### config.mk
export PLATFORM = sky130hd
export DESIGN_NAME = ifu_prefetch
export DESIGN_NICKNAME = d
export VERILOG_FILES = /design/src/rtl/ifu_pkg.sv /design/src/rtl/ifu_fifo.sv /design/src/rtl/ifu_prefetch.sv
export SDC_FILE = /design/constraint.sdc
export NUM_CORES = 1
export LEC_CHECK = 0
export ABC_AREA = 1
export BUFFER_PORTS_ARGS = -buffer_cell sky130_fd_sc_hd__clkbuf_2
export CAP_MARGIN = 40
export CORE_AREA = 2 2 180 315
export DETAILED_ROUTE_END_ITERATION = 8
export DIE_AREA = 0 0 182 317
export GPL_ROUTABILITY_DRIVEN = 1
export PLACE_DENSITY = 0.52
export SLEW_MARGIN = 20
export SYNTH_ARGS = -nofsm -noshare
export SYNTH_HDL_FRONTEND = slang
export SYNTH_SLANG_ARGS = --single-unit
### constraint.sdc
create_clock -name clk_i -period 7.95 [get_ports clk_i]
set_input_delay 1.1925 -clock clk_i [delete_from_list [all_inputs] [get_ports clk_i]]
set_output_delay 1.1925 -clock clk_i [all_outputs]
set_load 0.05 [all_outputs]
### src/rtl/ifu_pkg.sv
// Shared types and constants for the prefetching instruction fetch unit.
package ifu_pkg;

    localparam int          FE_PC_W      = 32;
    localparam int          FE_INST_W    = 32;
    localparam logic [31:0] IFU_RESET_PC = 32'h8000_0000;
    localparam logic [1:0]  RESP_OKAY    = 2'b00;

    typedef struct packed {
        logic [FE_PC_W-1:0]   pc;
        logic [FE_INST_W-1:0] inst;
        logic                 fault;
    } fetch_entry_t;

endpackage

### src/rtl/ifu_fifo.sv
// Synchronous fetch queue: power-of-2 depth, flush, same-cycle push+pop at any fill level.
module ifu_fifo
    import ifu_pkg::*;
#(
    parameter int  DEPTH = 4,
    parameter type T     = fetch_entry_t
) (
    input  logic                       clk_i,
    input  logic                       rst_i,
    input  logic                       flush_i,
    input  logic                       push_i,
    input  T                           wdata_i,
    input  logic                       pop_i,
    output T                           rdata_o,
    output logic [$clog2(DEPTH+1)-1:0] count_o
);

    localparam int AW = $clog2(DEPTH);
    localparam int CW = $clog2(DEPTH+1);

    T               mem [DEPTH];
    logic [AW-1:0]  wptr, rptr;
    logic [CW-1:0]  count;
    logic           full, empty, do_push, do_pop;

    assign full    = (count == CW'(DEPTH));
    assign empty   = (count == '0);
    assign do_pop  = pop_i & ~empty;
    // A push into a full queue is accepted only when the head leaves in the same cycle.
    assign do_push = push_i & (~full | do_pop);

    always_ff @(posedge clk_i) begin
        if (!rst_i) begin
            wptr  <= '0;
            rptr  <= '0;
            count <= '0;
        end else if (flush_i) begin
            wptr  <= '0;
            rptr  <= '0;
            count <= '0;
        end else begin
            if (do_push) wptr <= wptr + AW'(1);
            if (do_pop)  rptr <= rptr + AW'(1);
            if (do_push && !do_pop)      count <= count + CW'(1);
            else if (!do_push && do_pop) count <= count - CW'(1);
        end
    end

    always_ff @(posedge clk_i) begin
        if (do_push && !flush_i) mem[wptr] <= wdata_i;
    end

    assign rdata_o = mem[rptr];
    assign count_o = count;

endmodule

### src/rtl/ifu_prefetch.sv
// Prefetching IFU: credit-limited sequential AXI-Lite reads into a fetch queue, with redirect flush.
module ifu_prefetch
    import ifu_pkg::*;
#(
    parameter int              PC_W      = FE_PC_W,
    parameter int              INST_W    = FE_INST_W,
    parameter int              DEPTH     = 4,
    parameter int              MAX_OUTST = 2,
    parameter logic [PC_W-1:0] RESET_PC  = PC_W'(IFU_RESET_PC)
) (
    input  logic              clk_i,
    input  logic              rst_i,
    input  logic              redir_valid_i,
    input  logic [PC_W-1:0]   redir_pc_i,
    output logic              f_valid_o,
    input  logic              D_ready_i,
    output logic [PC_W-1:0]   pc_o,
    output logic [INST_W-1:0] inst_o,
    output logic              fault_o,
    output logic              mst_ar_valid_o,
    output logic [PC_W-1:0]   mst_ar_addr_o,
    input  logic              mst_ar_ready_i,
    input  logic              mst_r_valid_i,
    input  logic [INST_W-1:0] mst_r_data_i,
    input  logic [1:0]        mst_r_resp_i,
    output logic              mst_r_ready_o
);

    localparam int OW = $clog2(MAX_OUTST+1);
    localparam int CW = $clog2(DEPTH+1);

    typedef struct packed {
        logic [PC_W-1:0]   pc;
        logic [INST_W-1:0] inst;
        logic              fault;
    } entry_t;

    logic            ar_valid_q, stale_q, r_ready_q;
    logic [PC_W-1:0] ar_addr_q, fpc_q, rpc_q;
    logic [OW-1:0]   outst_q, drop_q, outst_nx, drop_nx;
    logic [CW-1:0]   count;
    logic            ar_hs, r_hs, credit, push, pop;
    entry_t          push_e, head_e;

    assign ar_hs  = ar_valid_q & mst_ar_ready_i;
    assign r_hs   = mst_r_valid_i & r_ready_q;
    assign pop    = f_valid_o & D_ready_i;
    // Responses owed to a previous stream, or arriving with a redirect, never reach the queue.
    assign push   = r_hs & (drop_q == '0) & ~redir_valid_i;
    assign push_e = '{pc: rpc_q, inst: mst_r_data_i, fault: (mst_r_resp_i != RESP_OKAY)};
    assign credit = !ar_valid_q && (int'(outst_q) < MAX_OUTST)
                    && (int'(count) + int'(outst_q) < DEPTH);

    always_comb begin
        outst_nx = outst_q;
        if (ar_hs && !r_hs)      outst_nx = outst_q + OW'(1);
        else if (!ar_hs && r_hs) outst_nx = outst_q - OW'(1);

        drop_nx = drop_q;
        if (r_hs && drop_q != '0) drop_nx = drop_nx - OW'(1);
        if (ar_hs && stale_q)     drop_nx = drop_nx + OW'(1);
        // Everything still in flight after this cycle belongs to the old stream.
        if (redir_valid_i)        drop_nx = outst_nx;
    end

    always_ff @(posedge clk_i) begin
        if (!rst_i) begin
            ar_valid_q <= 1'b0;
            ar_addr_q  <= RESET_PC;
            fpc_q      <= RESET_PC;
            rpc_q      <= RESET_PC;
            outst_q    <= '0;
            drop_q     <= '0;
            stale_q    <= 1'b0;
            r_ready_q  <= 1'b0;
        end else begin
            r_ready_q <= 1'b1;
            outst_q   <= outst_nx;
            drop_q    <= drop_nx;

            if (ar_hs) begin
                ar_valid_q <= 1'b0;
                stale_q    <= 1'b0;
            end else if (credit) begin
                ar_valid_q <= 1'b1;
                ar_addr_q  <= redir_valid_i ? redir_pc_i : fpc_q;
            end

            if (redir_valid_i) begin
                fpc_q <= redir_pc_i;
                rpc_q <= redir_pc_i;
                // A pending AR must keep its address; its response is dropped once it issues.
                if (ar_valid_q && !ar_hs) stale_q <= 1'b1;
            end else begin
                if (ar_hs && !stale_q) fpc_q <= fpc_q + PC_W'(4);
                if (push)              rpc_q <= rpc_q + PC_W'(4);
            end
        end
    end

    ifu_fifo #(.DEPTH(DEPTH), .T(entry_t)) u_fifo (
        .clk_i   (clk_i),
        .rst_i   (rst_i),
        .flush_i (redir_valid_i),
        .push_i  (push),
        .wdata_i (push_e),
        .pop_i   (pop),
        .rdata_o (head_e),
        .count_o (count)
    );

    assign f_valid_o      = (count != '0);
    assign pc_o           = head_e.pc;
    assign inst_o         = head_e.inst;
    assign fault_o        = head_e.fault;
    assign mst_ar_valid_o = ar_valid_q;
    assign mst_ar_addr_o  = ar_addr_q;
    assign mst_r_ready_o  = r_ready_q;

endmodule
After elaboration in Yosys (flattened, before gate mapping)

Memory sizes are Yosys's and may differ from the RTL's. A register that Yosys moved wholly into a read port is not among the register bits.
Index checks and enable logic that the tools add are counted.

Register bits after elaboration: 110
RAM bits: 260
Input port bits: 72
Output and inout port bits: 100
Memories: 1

Memories:

| name       | depth | width | read ports | clocked after Yosys merged registers in | wr ports | line           | source |
|---|---|---|---|---|---|---|---|
| u_fifo.mem | 4     | 65    | 1          | 1                                       | 1        | ifu_fifo.sv:21 | `T mem [DEPTH];` |

Add/subtract/negate cells: 11
Magnitude comparators: 2
Equality and inequality tests: 1
Muxes and demuxes: 20
Bitwise operators: 13
Reduce and logical (&&, ||, !) cells: 29

Operators with widths:

| cell                    | number |
|---|---|
| $mux W32                | 5 |
| $add A32 B3 Y32 const B | 2 |
| $mux W2                 | 7 |
| $logic_and A1 B1 Y1     | 11 |
| $reduce_bool A2 Y1      | 5 |
| $add A2 B1 Y2 const B   | 4 |
| $and A1 B1 Y1           | 7 |
| $logic_not A1 Y1        | 7 |
| $mux W1                 | 6 |
| $mux W3                 | 2 |
| $not A1 Y1              | 5 |
| $add A3 B2 Y4           | 1 |
| $lt A4 B3 Y1 const B    | 1 |
| $reduce_or A2 Y1        | 2 |
| $sub A2 B1 Y2 const B   | 2 |
| $add A3 B1 Y3 const B   | 1 |
| $eq A3 B3 Y1 const B    | 1 |
| $logic_not A3 Y1        | 1 |
| $reduce_bool A3 Y1      | 1 |
| $sub A3 B1 Y3 const B   | 1 |
| $logic_not A2 Y1        | 1 |
| $lt A2 B2 Y1 const B    | 1 |
| $reduce_and A2 Y1       | 1 |
| $or A1 B1 Y1            | 1 |

Logic depth before layout (Yosys ltp)

Depth in word-level cells: 9
Mapped depth: 13
Gate-level depth less buffers: 13

Hierarchy

Synthesis repeated with hierarchy kept, for this count alone.

Cell total of the unflattened synthesis: 1666
Area, all modules: 16514.6 µm²

By module, submodules not included:

| module       | times used | cells an instance | area each (µm²) |
|---|---|---|---|
| ifu_fifo     | 1          | 701               | 10445.0 |
| ifu_prefetch | 1          | 965               | 6069.6 |

Worst setup path after synthesis

No wires, ideal clock.

Path kind: input to register
Start point: input mst_r_valid_i
End point: memory u_fifo.mem[0][0] (netlist bit) (enable)
Data arrival time: 4.601 ns
Path slack: 2.861 ns
Stages on the path: 6
Buffers on the path: 0
Cells stage by stage: nand3_1 > inv_1 > nand2_1 > nor2_1 > inv_1 > nor2_1

Word-level cells in the longest chain between the ends: 7

Ends and longest elaborated chain:

| item                          | line               | source |
|---|---|---|
| start: declaration            | ifu_prefetch.sv:23 | `input logic mst_r_valid_i,` |
| $and A1 B1 Y1                 | ifu_prefetch.sv:46 | `assign r_hs = mst_r_valid_i & r_ready_q;` |
| $and A1 B1 Y1 (2 in series)   | ifu_prefetch.sv:49 | `assign push = r_hs & (drop_q == '0) & ~redir_valid_i;` |
| $and A1 B1 Y1                 | ifu_fifo.sv:30     | `assign do_push = push_i & (~full \| do_pop);` |
| $logic_and A1 B1 Y1           | ifu_fifo.sv:50     | `if (do_push && !flush_i) mem[wptr] <= wdata_i;` |
| $mux W1                       | ifu_fifo.sv:50     |  |
| $mux W1 (not written as such) | ifu_fifo.sv:50     |  |
| end: declaration              | ifu_fifo.sv:21     |  |

No other way between the ends.

==> summary.txt <==
STA
  – Fin Setup TNS: 0 ns
  – Setup ws final: 3.50 ns
  – Endpoints failing hold: 0
  – Setup Skew: 0.0112 ns
  – Period Utilization, post-route: 0.560
  – Slew HR: 0.468
  – Worst slew pin tran: 0.796 ns
  – Minimum clock period: 4.45 ns
  – Unrepaired setup endpoints after global routing: no
  – Setup-failing EPs final: 0
  – Max Fclk: 0.225 GHz
  – Fin. max-slew vios: 0

Placement
  – I/O Buffers: 171
  – Placed cell area: 17400 um2
  – DP HPWL: 28.8 mm
  – Post-placement cell count: 2397
  – Gpl congestion: 0.819
  – Pre-CTS setup slack: 3.71 ns

Yosys
  – Synth Instances: 1596
  – Largest area contributor in the netlist: edfxtp_1
  – EDFF count, synth: 260
  – Post-synth top area share: 0.492
  – Synth Warn #: 0
  – FF+latch count, synth: 372
  – Ranking of synthesized cells by area: edfxtp_1 49%, dfxtp_1 14%, o21ai_0 6.7%, nor2_1 5.6%, nand2_1 5.1%
  – Synth unique cells: 44
  – Main synth FF type: edfxtp_1
  – Post-Syn Area: 15900 um2
  – FFs w/ async S/R, synth: 0
  – Sequential area share after synthesis: 0.633
  – Mapped Nets: 1678
  – Mean Syn Cell Area: 9.94 um2

Final layout
  – Leading cell types in the layout, fill and taps excluded: 260 x edfxtp_1, 232 x nor2_1, 217 x nand2_1, 212 x o21ai_0, 171 x clkbuf_2
  – Most common cell after layout, fill and taps aside: edfxtp_1
  – Nets@finish: 1826
  – Design area: 18800 um2
  – Post-Layout Cell Count: 2469
  – Antenna cells: 0
  – Share of layout cells above drive strength 1: 0.173
  – Area delta synth->final: 18.1%

Clocking
  – TritonCTS clock tree: yes
  – Setup bufs post-CTS: 0
  – Worst skew pair latency: 0.55 ns
  – Clk pin slew, worst setup/hold paths: 0.06 ns
  – Post-CTS Hold Fix Bufs: 0
  – H-Tree Depth: 2
  – Post-CTS Resized: 0
  – Num CTS Buffers: 39
  – CTS Sinks: 372
  – Clock Path Buffers: 3
  – Clock root buffer master: clkbuf_16

Detailed routing
  – Vias per cell: 4.81
  – DRT iter0 DRCs: 663
  – WL per Instance: 17.6 um
  – DRT met1 WL: 17.2 mm
  – DR WL met2: 23.0 mm
  – Met3 WL: 1.91 mm
  – Drt total wl: 43.4 mm
  – DRC errors left: 0
  – Via Count: 11900
  – Top Layer Used: met4
  – Final antenna-violating net count: 0
  – DRT Pass-1 Iters: 5

Power
  – Static leakage: 6.97 nW
  – PwrDens: 242 nW/um2
  – Pwr Total: 4.54 mW
  – Max VDD drop: 157 uV

GRT
  – Pin count of the biggest net entering global routing: 74
  – GRT Total Usage: 0.148
  – First-pass GRT wire length: 66.2 mm
  – Vias in the first global route: 11700
  – Gr ovfl total: 0
  – Initial antenna violation count: 0

Setup path
  – Setup crit start kind: register
  – CP arrival: 3.26 ns
  – Worst setup path endpoint: pc_o[8]
  – Reg2reg path depth: 9
  – R2R Path End: u_fifo.mem[0][54]
  – Critical Path End Type: primary output
  – Reg2Reg Launch Point: drop_q[0]
  – Crit Path Class: register to primary output
  – Critical Path RT: 6.76 ns
  – Reg-to-reg slack, setup: 4.60 ns
  – Crit-path max FO: 72

Floorplan
  – Rows: 114
  – Top-Level Pins: 172
  – Die Y: 317 um
  – Core Region: 55100 um2
  – Initial Utilization: 0.288
  – Die area: 57700 um2
  – Die width: 182 um

Outcome
  – Run status: completed

Hold path
  – Hold_sp: u_fifo.rptr[1]
  – Worst hold stages: 2
  – Worst Hold Class: register to register

Flow run
  – Max-Cap Viols: 0
==> worst min-delay path by stage <==
stage / to
finish: register
global route: mst_ar_addr_o[25]
CTS: register
detailed placement: u_fifo.rptr[0]
global placement: register
floorplan: register
==> synthesized netlist by cell type, types with 9 or more instances <==
| master | n |
|---|---|
| edfxtp_1 | 260 |
| nor2_1 | 236 |
| o21ai_1 | 9 |
| inv_1 | 120 |
| ha_1 | 9 |
| dfxtp_1 | 112 |
| nor3_1 | 11 |
| o21ai_0 | 212 |
| nor2_2 | 13 |
| nand3_1 | 57 |
| nand2_1 | 217 |
| xor2_1 | 10 |
| a21oi_1 | 67 |
| buf_2 | 27 |
| a31oi_1 | 31 |
| clkbuf_1 | 52 |
| o22ai_1 | 66 |
| nand4_1 | 20 |
==> power breakdown <==
part	internal [mW]	leakage [nW]	switching, mW
clock network	1.04	0.609	0.768
registers	2.15	3.28	0.0692
logic	0.129	3.08	0.390
==> registers in the layout, indices dropped and copies added, names as in the netlist, named ones only <==
register        flops
mst_r_ready_o       1
u_fifo.rptr         2
u_fifo.count_o      3
drop_q              2
fpc_q              32
rpc_q              32
u_fifo.wptr         2
u_fifo.mem        260
mst_ar_addr_o      32
mst_ar_valid_o      1
outst_q             2
==> metrics by stage <==
step | hold WS, ns | utilization
after floorplan | 0.436 | -
after global placement | 0.450 | 0.316
after detailed placement | 0.463 | 0.317
after CTS | 0.478 | 0.340
after global routing | 0.495 | 0.341
final | 0.465 | 0.341
==> metal layers <==
layer / GRT usage / vias up
li1: - / 5866
met1: 0.170 / 5655
met2: 0.279 / 276
met3: 0.0205 / 71
met4: 0.0530 / 0
met5: 0 / -
==> area by class of cell <==
cell class	count	area, um2
fillers	5601	36300
repair buffers	189	1040
flip-flops and latches	372	10100
clock buffers	41	983
clock inverters	29	287
well taps	696	871
inverters	129	487
multi-input cells	1013	5030
==> logic make-up (layout without fill, tap and decap cells) <==
group / count (synthesis) / after routing / share of synthesized area
flip-flops: 372 / 372 / 0.633
AND/OR/NAND/NOR: 588 / 588 / 0.161
AO/OA/AOI/OAI: 402 / 402 / 0.138
buffers and inverters: 211 / 388 / 0.0521
XOR/XNOR: 13 / 13 / 0.00717
adder cells (fa/ha/maj): 10 / 10 / 0.00836
==> worst max-delay path, cell delays in order (launching register included) <==
cell and delay [ns]:
dfxtp_4 0.51, inv_4 0.50, buf_4 0.67, o21ai_0 0.17, o22ai_1 0.41, clkbuf_2 0.37
No activity file was read; power rests on OpenSTA's default activity.
